### config.mk
export PLATFORM = sky130hd
export DESIGN_NAME = led_blink_multi
export DESIGN_NICKNAME = d
export VERILOG_FILES = /design/src/rtl/led_blink_multi.sv
export SDC_FILE = /design/constraint.sdc
export NUM_CORES = 1
export LEC_CHECK = 0
export CAP_MARGIN = 20
export CORE_UTILIZATION = 66
export DETAILED_ROUTE_END_ITERATION = 16
export GPL_ROUTABILITY_DRIVEN = 0
export GPL_TIMING_DRIVEN = 0
export PLACE_DENSITY_LB_ADDON = 0.3
export SLEW_MARGIN = 30
export SYNTH_ARGS = -nofsm -noshare
export SYNTH_HDL_FRONTEND = slang
export SYNTH_SLANG_ARGS = --single-unit
### constraint.sdc
create_clock -name i_clk -period 13 [get_ports i_clk]
set_clock_uncertainty 0.1 [all_clocks]
set_input_delay 2.6 -clock i_clk [delete_from_list [all_inputs] [get_ports i_clk]]
set_output_delay 2.6 -clock i_clk [all_outputs]
set_load 0.05 [all_outputs]
### src/rtl/led_blink_multi.sv
// led_blink_multi
// Multi-channel LED driver. Each channel runs one of four modes:
// OFF, ON, BLINK with a programmable half-period, or DIM with a PWM duty.
// A channel is configured through a single-cycle write strobe. A global
// sync input restarts every BLINK channel in phase.
//
// Ports
//   i_clk       system clock (25 MHz)
//   i_rst       asynchronous, active-high reset
//   i_wr_en     config write strobe, one cycle
//   i_wr_ch     target channel index
//   i_wr_mode   0=OFF, 1=ON, 2=BLINK, 3=DIM
//   i_wr_half   BLINK half-period minus one, in cycles
//   i_wr_duty   DIM duty (LED on while shared PWM counter < duty)
//   i_sync      restart all BLINK channels in phase
//   o_wr_ack    one-cycle pulse: write accepted
//   o_wr_err    one-cycle pulse: write rejected (channel out of range)
//   o_led       registered LED drive, bit n = channel n, active-high
module led_blink_multi #(
  parameter int unsigned NUM_CH       = 4,
  parameter int unsigned CNT_W        = 24,
  parameter int unsigned PWM_W        = 8,
  parameter int unsigned DEFAULT_HALF = 12_499_999,
  parameter int unsigned CH_W         = (NUM_CH > 1) ? $clog2(NUM_CH) : 1
) (
  input  logic              i_clk,
  input  logic              i_rst,
  input  logic              i_wr_en,
  input  logic [CH_W-1:0]   i_wr_ch,
  input  logic [1:0]        i_wr_mode,
  input  logic [CNT_W-1:0]  i_wr_half,
  input  logic [PWM_W-1:0]  i_wr_duty,
  input  logic              i_sync,
  output logic              o_wr_ack,
  output logic              o_wr_err,
  output logic [NUM_CH-1:0] o_led
);

  typedef enum logic [1:0] {
    MODE_OFF   = 2'd0,
    MODE_ON    = 2'd1,
    MODE_BLINK = 2'd2,
    MODE_DIM   = 2'd3
  } mode_t;

  localparam logic [CNT_W-1:0] HALF_RST = CNT_W'(DEFAULT_HALF);
  localparam logic [CNT_W-1:0] CNT_ONE  = CNT_W'(1);
  localparam logic [PWM_W-1:0] PWM_ONE  = PWM_W'(1);

  // Decoded channel hit. An out-of-range index matches no channel, which
  // is exactly the rejection condition, so no magnitude compare is needed.
  logic [NUM_CH-1:0] ch_hit;
  logic              wr_ok;
  logic              wr_bad;

  logic [PWM_W-1:0]  pwm_q, pwm_d;
  logic              ack_q, ack_d;
  logic              err_q, err_d;

  assign wr_ok  = i_wr_en & (|ch_hit);
  assign wr_bad = i_wr_en & ~(|ch_hit);

  // Shared free-running PWM counter and write response pulses.
  always_comb begin
    pwm_d = pwm_q + PWM_ONE;
    ack_d = wr_ok;
    err_d = wr_bad;
  end

  always_ff @(posedge i_clk or posedge i_rst) begin
    if (i_rst) begin
      pwm_q <= '0;
      ack_q <= 1'b0;
      err_q <= 1'b0;
    end else begin
      pwm_q <= pwm_d;
      ack_q <= ack_d;
      err_q <= err_d;
    end
  end

  assign o_wr_ack = ack_q;
  assign o_wr_err = err_q;

  for (genvar g = 0; g < NUM_CH; g++) begin : gen_ch
    mode_t            mode_q, mode_d;
    logic [CNT_W-1:0] half_q, half_d;
    logic [PWM_W-1:0] duty_q, duty_d;
    logic [CNT_W-1:0] cnt_q,  cnt_d;
    logic             blink_q, blink_d;
    logic             led_q,  led_d;

    assign ch_hit[g] = (i_wr_ch == CH_W'(g));

    always_comb begin
      mode_d  = mode_q;
      half_d  = half_q;
      duty_d  = duty_q;
      cnt_d   = cnt_q;
      blink_d = blink_q;
      led_d   = 1'b0;

      // A write restarts the channel the same way sync does, so on a
      // same-edge write+sync the write simply takes priority here.
      if (wr_ok && ch_hit[g]) begin
        mode_d  = mode_t'(i_wr_mode);
        half_d  = i_wr_half;
        duty_d  = i_wr_duty;
        cnt_d   = '0;
        blink_d = 1'b1;
      end else if (mode_q == MODE_BLINK) begin
        if (i_sync) begin
          cnt_d   = '0;
          blink_d = 1'b1;
        end else if (cnt_q == half_q) begin
          cnt_d   = '0;
          blink_d = ~blink_q;
        end else begin
          cnt_d   = cnt_q + CNT_ONE;
        end
      end else begin
        cnt_d = '0;
      end

      // LED function from the current (already registered) configuration.
      case (mode_q)
        MODE_OFF:   led_d = 1'b0;
        MODE_ON:    led_d = 1'b1;
        MODE_BLINK: led_d = blink_q;
        MODE_DIM:   led_d = (pwm_q < duty_q);
        default:    led_d = 1'b0;
      endcase
    end

    always_ff @(posedge i_clk or posedge i_rst) begin
      if (i_rst) begin
        mode_q  <= MODE_OFF;
        half_q  <= HALF_RST;
        duty_q  <= '0;
        cnt_q   <= '0;
        blink_q <= 1'b0;
        led_q   <= 1'b0;
      end else begin
        mode_q  <= mode_d;
        half_q  <= half_d;
        duty_q  <= duty_d;
        cnt_q   <= cnt_d;
        blink_q <= blink_d;
        led_q   <= led_d;
      end
    end

    assign o_led[g] = led_q;
  end

endmodule

==> metrics, run 1 <==
status=completed; global-route wire length before repair=46500 µm; clock slew at reported path FFs=0.06 ns; placed wire-length estimate after detailed placement=20000 µm; Synth top area share=0.378; Mapped Nets=1271; Reg power frac=0.475; Post-Syn Instances=1198; worst hold start=gen_ch[3].half_q[17]$_DFFE_PP1P_; via count of the first global-routing pass=8994; power spent charging and discharging nets=0.521 mW; CP Data Required Time=10.30 ns; worst setup path startpoint=gen_ch[0].led_q$_DFF_PP0_; post-cts hold buffer count=0; Clk network pwr share=0.389; die area=19200 µm²; Syn Area/Cell=10.3 µm²; final critical delay including setup and external delays=4.49 ns; leftover overflow at the end of global routing=0; Die Span X=139 µm; most repeated cell in the gate-level netlist after synthesis=nand2_1; WP data arrival=1.79 ns; Rel. slew slack=0.542; Tcrit/Tclk final=0.345; setup TNS after final layout=0 ns; worst min-delay path category=flip-flop to flip-flop; Final setup viols=0; portion of the post-synthesis area used by sequential elements=0.515; maximum number of pins on one net before global-route repair=81; mean number of vias per cell=5.84; top_reg_cell synth=dfrtp_1; netlist area before placement=12300 µm²; overall routed net length=28800 µm; post-route insts no fill=1523; placed cells=1475; area growth from synthesis to final layout=14.0%; clock tree from TritonCTS=yes; Max Buffers Root-to-Sink=3; cell types with the largest area share after synthesis=dfrtp_1, dfstp_2, xor2_1, nand2_1, mux2_2; clock latency on the worst-skew pair=0.54 ns; EDFF count, synth=0; number of buffers created by CTS=26; Max Clock Freq=223 MHz; antenna violations before repair=0; Post-synth top cells=nand2_1, dfrtp_1, xor2_1; count of routing violations after the opening detailed-route iteration=650; count of input and output buffers=45; combinational group share of total power=0.136; clock tree root driver cell=clkbuf_16; post-route antenna net violation count=0; count of maximum capacitance violations=0; power per standard cell area=142 nW/µm²; I/O pin count=46; H-tree level count=1; number of vias in the routed layout=8899; maximum VDD drop=0.000126 V; chip height=139 µm; Final Util=0.773; Placement Cell Area=13100 µm²; switching share of power=0.261; post-CTS setup buffers=0; static power due to leakage=6.43 nW; standard-cell rows=49; diode insertion count for antenna repair=0; post-route cell area=14000 µm²; Final #Nets=1347; final hold viol count=0; Netlist cell types=47; type of the worst setup path=flip-flop to primary output; share of flip-flops with an asynchronous set or reset after synthesis=1.00; mean routed wirelength per cell=18.9 µm; Synth Register Bits=250; area of the placeable core=18100 µm²; Startpoint Class=flip-flop; biggest area consumer among synthesized cells=dfrtp_1; setup repair after global routing missed its margin=no; startpoint of the lowest-slack register-to-register path=gen_ch[3].cnt_q[3]$_DFF_PP0_; Resized Gates After CTS=0; Crit. End Element=primary output; largest fanout on the critical path=1; Remaining DRCs=0; fraction of final layout cells with drive strength greater than 1=0.154; number of max-slew violations in the final report=0; Internal Pwr Total=1.47 mW; initial standard-cell utilization of the core=0.678; Yosys warning count=0; CTS sink count=250; GRT Total Usage=0.311; number of search-and-repair iterations in the first detailed-routing pass=5; slew of the pin with the lowest slew margin=0.687 ns
==> through the flow <==
stage	hold slack, ns	power, mW	setup slack, ns
final	0.367	2.00	8.51
after global routing	0.378	2.07	8.47
after CTS	0.366	2.00	8.48
after detailed placement	0.355	1.23	8.02
after global placement	0.352	1.21	0.594
after floorplan	0.346	1.13	3.53
==> critical path, stage by stage, from the launching register on <==
cell	delay, ns
dfrtp_1	0.36
buf_4	0.11
clkdlybuf4s50_1	0.78
==> worst paths after layout <==
kind                       slack [ns]  cells past startpoint                               end
max in group asynchronous        9.43                      4  gen_ch[3].half_q[13]$_DFFE_PP1P_
max                              8.51                      2                          o_led[0]
min reg2reg                      0.37                      2  gen_ch[3].half_q[17]$_DFFE_PP1P_
min                              0.37                      2  gen_ch[3].half_q[17]$_DFFE_PP1P_
min in group asynchronous        2.31                      2                o_wr_err$_DFF_PP0_
max reg2reg                     10.67                      6      gen_ch[3].cnt_q[9]$_DFF_PP0_
==> kinds of logic after synthesis <==
| group | count (synthesis) | share of synthesized area |
|---|---|---|
| simple gates | 511 | 0.195 |
| fa+ha+maj | 33 | 0.0335 |
| mux | 63 | 0.0574 |
| xor+xnor | 190 | 0.135 |
| compound gates | 63 | 0.0339 |
| flops | 250 | 0.515 |
| buf+inv | 87 | 0.0302 |
| other cells | 1 | 0.000305 |
==> metal layers <==
metal  global-route usage  routed length [µm]
met1                0.420               12200
met2                0.503               13700
met3               0.0501                1750
met4                0.133                1220
met5                    0                   0
==> power by group through the flow <==
stage / combinational (mW) / clock [mW] / sequential [mW]
global placement: 0.252 / 0 / 0.954
finish: 0.272 / 0.775 / 0.948
global route: 0.300 / 0.811 / 0.956
floorplan: 0.190 / 0 / 0.939
CTS: 0.273 / 0.785 / 0.947
detailed placement: 0.267 / 0 / 0.958
==> registers in the layout, summed over array words and instances, names as in the netlist <==
signal / count
o_wr_err: 1
gen_ch.mode_q: 8
pwm_q: 8
gen_ch.duty_q: 32
o_wr_ack: 1
gen_ch.cnt_q: 96
gen_ch.half_q: 96
gen_ch.blink_q: 4
gen_ch.led_q: 4
==> cell usage in the layout, fill, tap and decap left out, drive strengths merged, types with 2 or more instances in the layout <==
cell type,count
a31oi,4
nor4,27
and3b,2
nand3,42
nand4,26
nand2b,6
clkbuf,64
clkdlybuf4s50,45
ha,33
mux2,61
a21o,12
and2,3
o31ai,5
nand3b,3
clkinv,6
nor2,109
xnor2,49
a211oi,4
nor3b,6
or3,2
bufinv,4
inv,39
dfrtp,186
nor3,16
o21ai,23
dfstp,64
mux2i,2
and3,27
buf,25
and4,17
nor2b,2
xor2,141
a21oi,10
nand2,220
==> cell type report <==
| type | count | area [µm²] |
|---|---|---|
| clock inverters | 11 | 170 |
| inverters | 38 | 150 |
| multi-input cells | 861 | 5600 |
| fillers | 1144 | 4120 |
| repair buffers | 48 | 533 |
| flip-flops and latches | 250 | 6340 |
| clock buffers | 37 | 722 |
| well taps | 229 | 287 |
| plain buffers | 49 | 229 |
No activity file was read; power rests on OpenSTA's default activity.
==> inputs of run 2 (changes only) <==
--- a/config.mk
+++ b/config.mk
@@ -6,7 +6,7 @@
 export NUM_CORES = 1
 export LEC_CHECK = 0
 export CAP_MARGIN = 20
-export CORE_UTILIZATION = 66
+export CORE_UTILIZATION = 55
 export DETAILED_ROUTE_END_ITERATION = 16
 export GPL_ROUTABILITY_DRIVEN = 0
 export GPL_TIMING_DRIVEN = 0
==> constraint.sdc (replaced) <==
create_clock -name i_clk -period 4 [get_ports i_clk]
set_clock_uncertainty 0.1 [all_clocks]
set_input_delay 0.8 -clock i_clk [delete_from_list [all_inputs] [get_ports i_clk]]
set_output_delay 0.8 -clock i_clk [all_outputs]
set_load 0.05 [all_outputs]
==> metrics, run 2 (synthesized netlist as in run 1, its figures left out) <==
WP data arrival=1.77 ns (-0.02 ns); Startpoint Class=flip-flop; setup repair after global routing missed its margin=no; maximum number of pins on one net before global-route repair=30 (-63%); post-route antenna net violation count=0 (unchanged); delay of the slowest cell on the worst path=0.78 ns (about the same); Worst Path Buf+Inv=2 (unchanged); number of vias in the routed layout=8746 (-1.7%); type of the worst setup path=flip-flop to primary output; clock tree from TritonCTS=yes; worst slack, placed=0.796 ns (-7.23 ns); post-route cell area=14300 µm² (+1.7%); area growth from synthesis to final layout=15.9%; placed cells=1533 (+3.9%); most common cell after layout, fill and taps aside=nand2_1; Final WS setup=1.33 ns (-7.18 ns); number of max-slew violations in the final report=0 (unchanged); Final setup viols=0 (unchanged); antenna violations before repair=2 (+2); clock latency on the worst-skew pair=0.54 ns (about the same); final hold viol count=0 (unchanged); overall routed net length=28400 µm (-1.3%); global-route wire length before repair=46200 µm (-0.64%); initial standard-cell utilization of the core=0.562 (-0.116); die area=23000 µm² (+20%); area of the placeable core=21900 µm² (+21%); final critical delay including setup and external delays=2.67 ns; standard-cell rows=54 (+10%); worst min-delay path category=flip-flop to flip-flop; via count of the first global-routing pass=8757 (-2.6%); startpoint of the lowest-slack register-to-register path=gen_ch[3].half_q[21]$_DFFE_PP1P_; clock tree root driver cell=clkbuf_16; Die Span X=152 µm (+9.4%); post-CTS setup buffers=0 (unchanged); post-cts hold buffer count=0 (unchanged); largest registers ranked by flip-flop count=gen_ch.cnt_q: 96 flops, gen_ch.half_q: 96 flops, gen_ch.duty_q: 32 flops; Crit. End Element=primary output; slowest stage cell, crit path=clkdlybuf4s50_1; number of buffers created by CTS=27 (+3.8%); CP Data Required Time=3.10 ns (-7.20 ns); Remaining DRCs=0 (unchanged); Max Buffers Root-to-Sink=3 (unchanged); I/O pin count=46 (unchanged); count of maximum capacitance violations=0 (unchanged); placed wire-length estimate after detailed placement=20500 µm (+2.5%); Final Util=0.652 (-0.121); GRT Total Usage=0.262 (-0.0484); H-tree level count=1 (unchanged); CTS sink count=250 (unchanged); Rel. slew slack=0.521 (-0.0209); slew of the pin with the lowest slew margin=0.719 ns (+0.0314 ns); post-route insts no fill=1584 (+4.0%); Placement Cell Area=13300 µm² (+1.6%); Max Clock Freq=374 MHz; endpoint of the worst-slack reg-to-reg timing path=gen_ch[3].cnt_q[22]$_DFF_PP0_; Worst Hold Depth=2 (unchanged); Final #Nets=1355 (+0.59%); number of search-and-repair iterations in the first detailed-routing pass=4 (-1); count of input and output buffers=45 (unchanged); maximum VDD drop=0.000320 V (+150%); number of inserted filler cells in the final layout=1690 (+48%); Resized Gates After CTS=0 (unchanged); power per standard cell area=458 nW/µm² (+220%); largest fanout on the critical path=1 (unchanged); status=completed; clock slew at reported path FFs=0.06 ns (about the same); leftover overflow at the end of global routing=0 (unchanged); static power due to leakage=6.50 nW (+1.0%); count of routing violations after the opening detailed-route iteration=359 (-45%); leading cell types in the layout, fill and taps excluded=nand2_1, dfrtp_1, xor2_1; delay-heaviest family, CP=buffers and inverters; mean routed wirelength per cell=17.9 µm (-5.1%); R2R Setup Slk=1.64 ns (-9.03 ns); fraction of final layout cells with drive strength greater than 1=0.160 (+0.00661); cells along the critical path=buf_4 > clkdlybuf4s50_1; worst hold start=gen_ch[2].half_q[18]$_DFFE_PP1N_; chip height=152 µm (+9.4%); mean number of vias per cell=5.52 (-5.5%); end point of the worst hold path=gen_ch[2].half_q[18]$_DFFE_PP1N_; number of cell instances on the worst register-to-register path=6 (unchanged); Tcrit/Tclk final=0.668
-- run 2: how the worst max path moves through the flow --
stage | start | to | slack, ns | cells past startpoint
floorplan | i_rst | gen_ch[0].blink_q$_DFFE_PP0P_ | -0.14 | 1
global placement | i_rst | gen_ch[0].half_q[9]$_DFFE_PP0N_ | -1.98 | 2
detailed placement | i_wr_en | gen_ch[0].duty_q[0]$_DFFE_PP0N_ | 0.80 | 4
CTS | gen_ch[3].led_q$_DFF_PP0_ | o_led[3] | 1.30 | 2
global route | i_wr_en | gen_ch[0].duty_q[0]$_DFFE_PP0N_ | 1.27 | 4
finish | gen_ch[3].led_q$_DFF_PP0_ | o_led[3] | 1.33 | 2
-- run 2: tightest hold or removal path: cells and delay by family (launching register included) --
kind | cells | cell delay [ns]
flops | 1 | 0.37
simple gates | 2 | 0.09
-- run 2: power breakdown --
group,leakage (nW),switching [mW],total [mW],internal [mW]
clock network,0.443,1.02,2.58,1.55
logic,2.95,0.484,0.891,0.408
registers,3.11,0.185,3.06,2.88
-- run 2: routing by layer --
layer  GRT usage  wire [µm]  up-vias
met1       0.368      13100     4316
li1            -          -     4174
met4       0.117       1230        2
met2       0.405      12800      183
met5           0         13        -
met3      0.0383       1240       71
-- run 2: cell type report --
cell class | instances | area (µm²) | share of cell area
flip-flops and latches | 250 | 6340 | 0.444
multi-input cells | 861 | 5600 | 0.393
clock buffers | 40 | 785 | 0.0550
repair buffers | 55 | 681 | 0.0477
well taps | 280 | 350 | 0.0246
plain buffers | 49 | 229 | 0.0160
inverters | 38 | 146 | 0.0103
clock inverters | 10 | 136 | 0.00956
diodes | 1 | 2.50 | 0.000175
-- run 2: per-stage QoR --
stage / power, mW / hold WS (ns) / TNS [ns]
finish: 6.53 / 0.364 / 0
global route: 6.78 / 0.373 / 0
CTS: 6.56 / 0.365 / 0
detailed placement: 3.99 / 0.355 / 0
global placement: 3.93 / 0.352 / -407.68
floorplan: 3.67 / 0.346 / -25.19
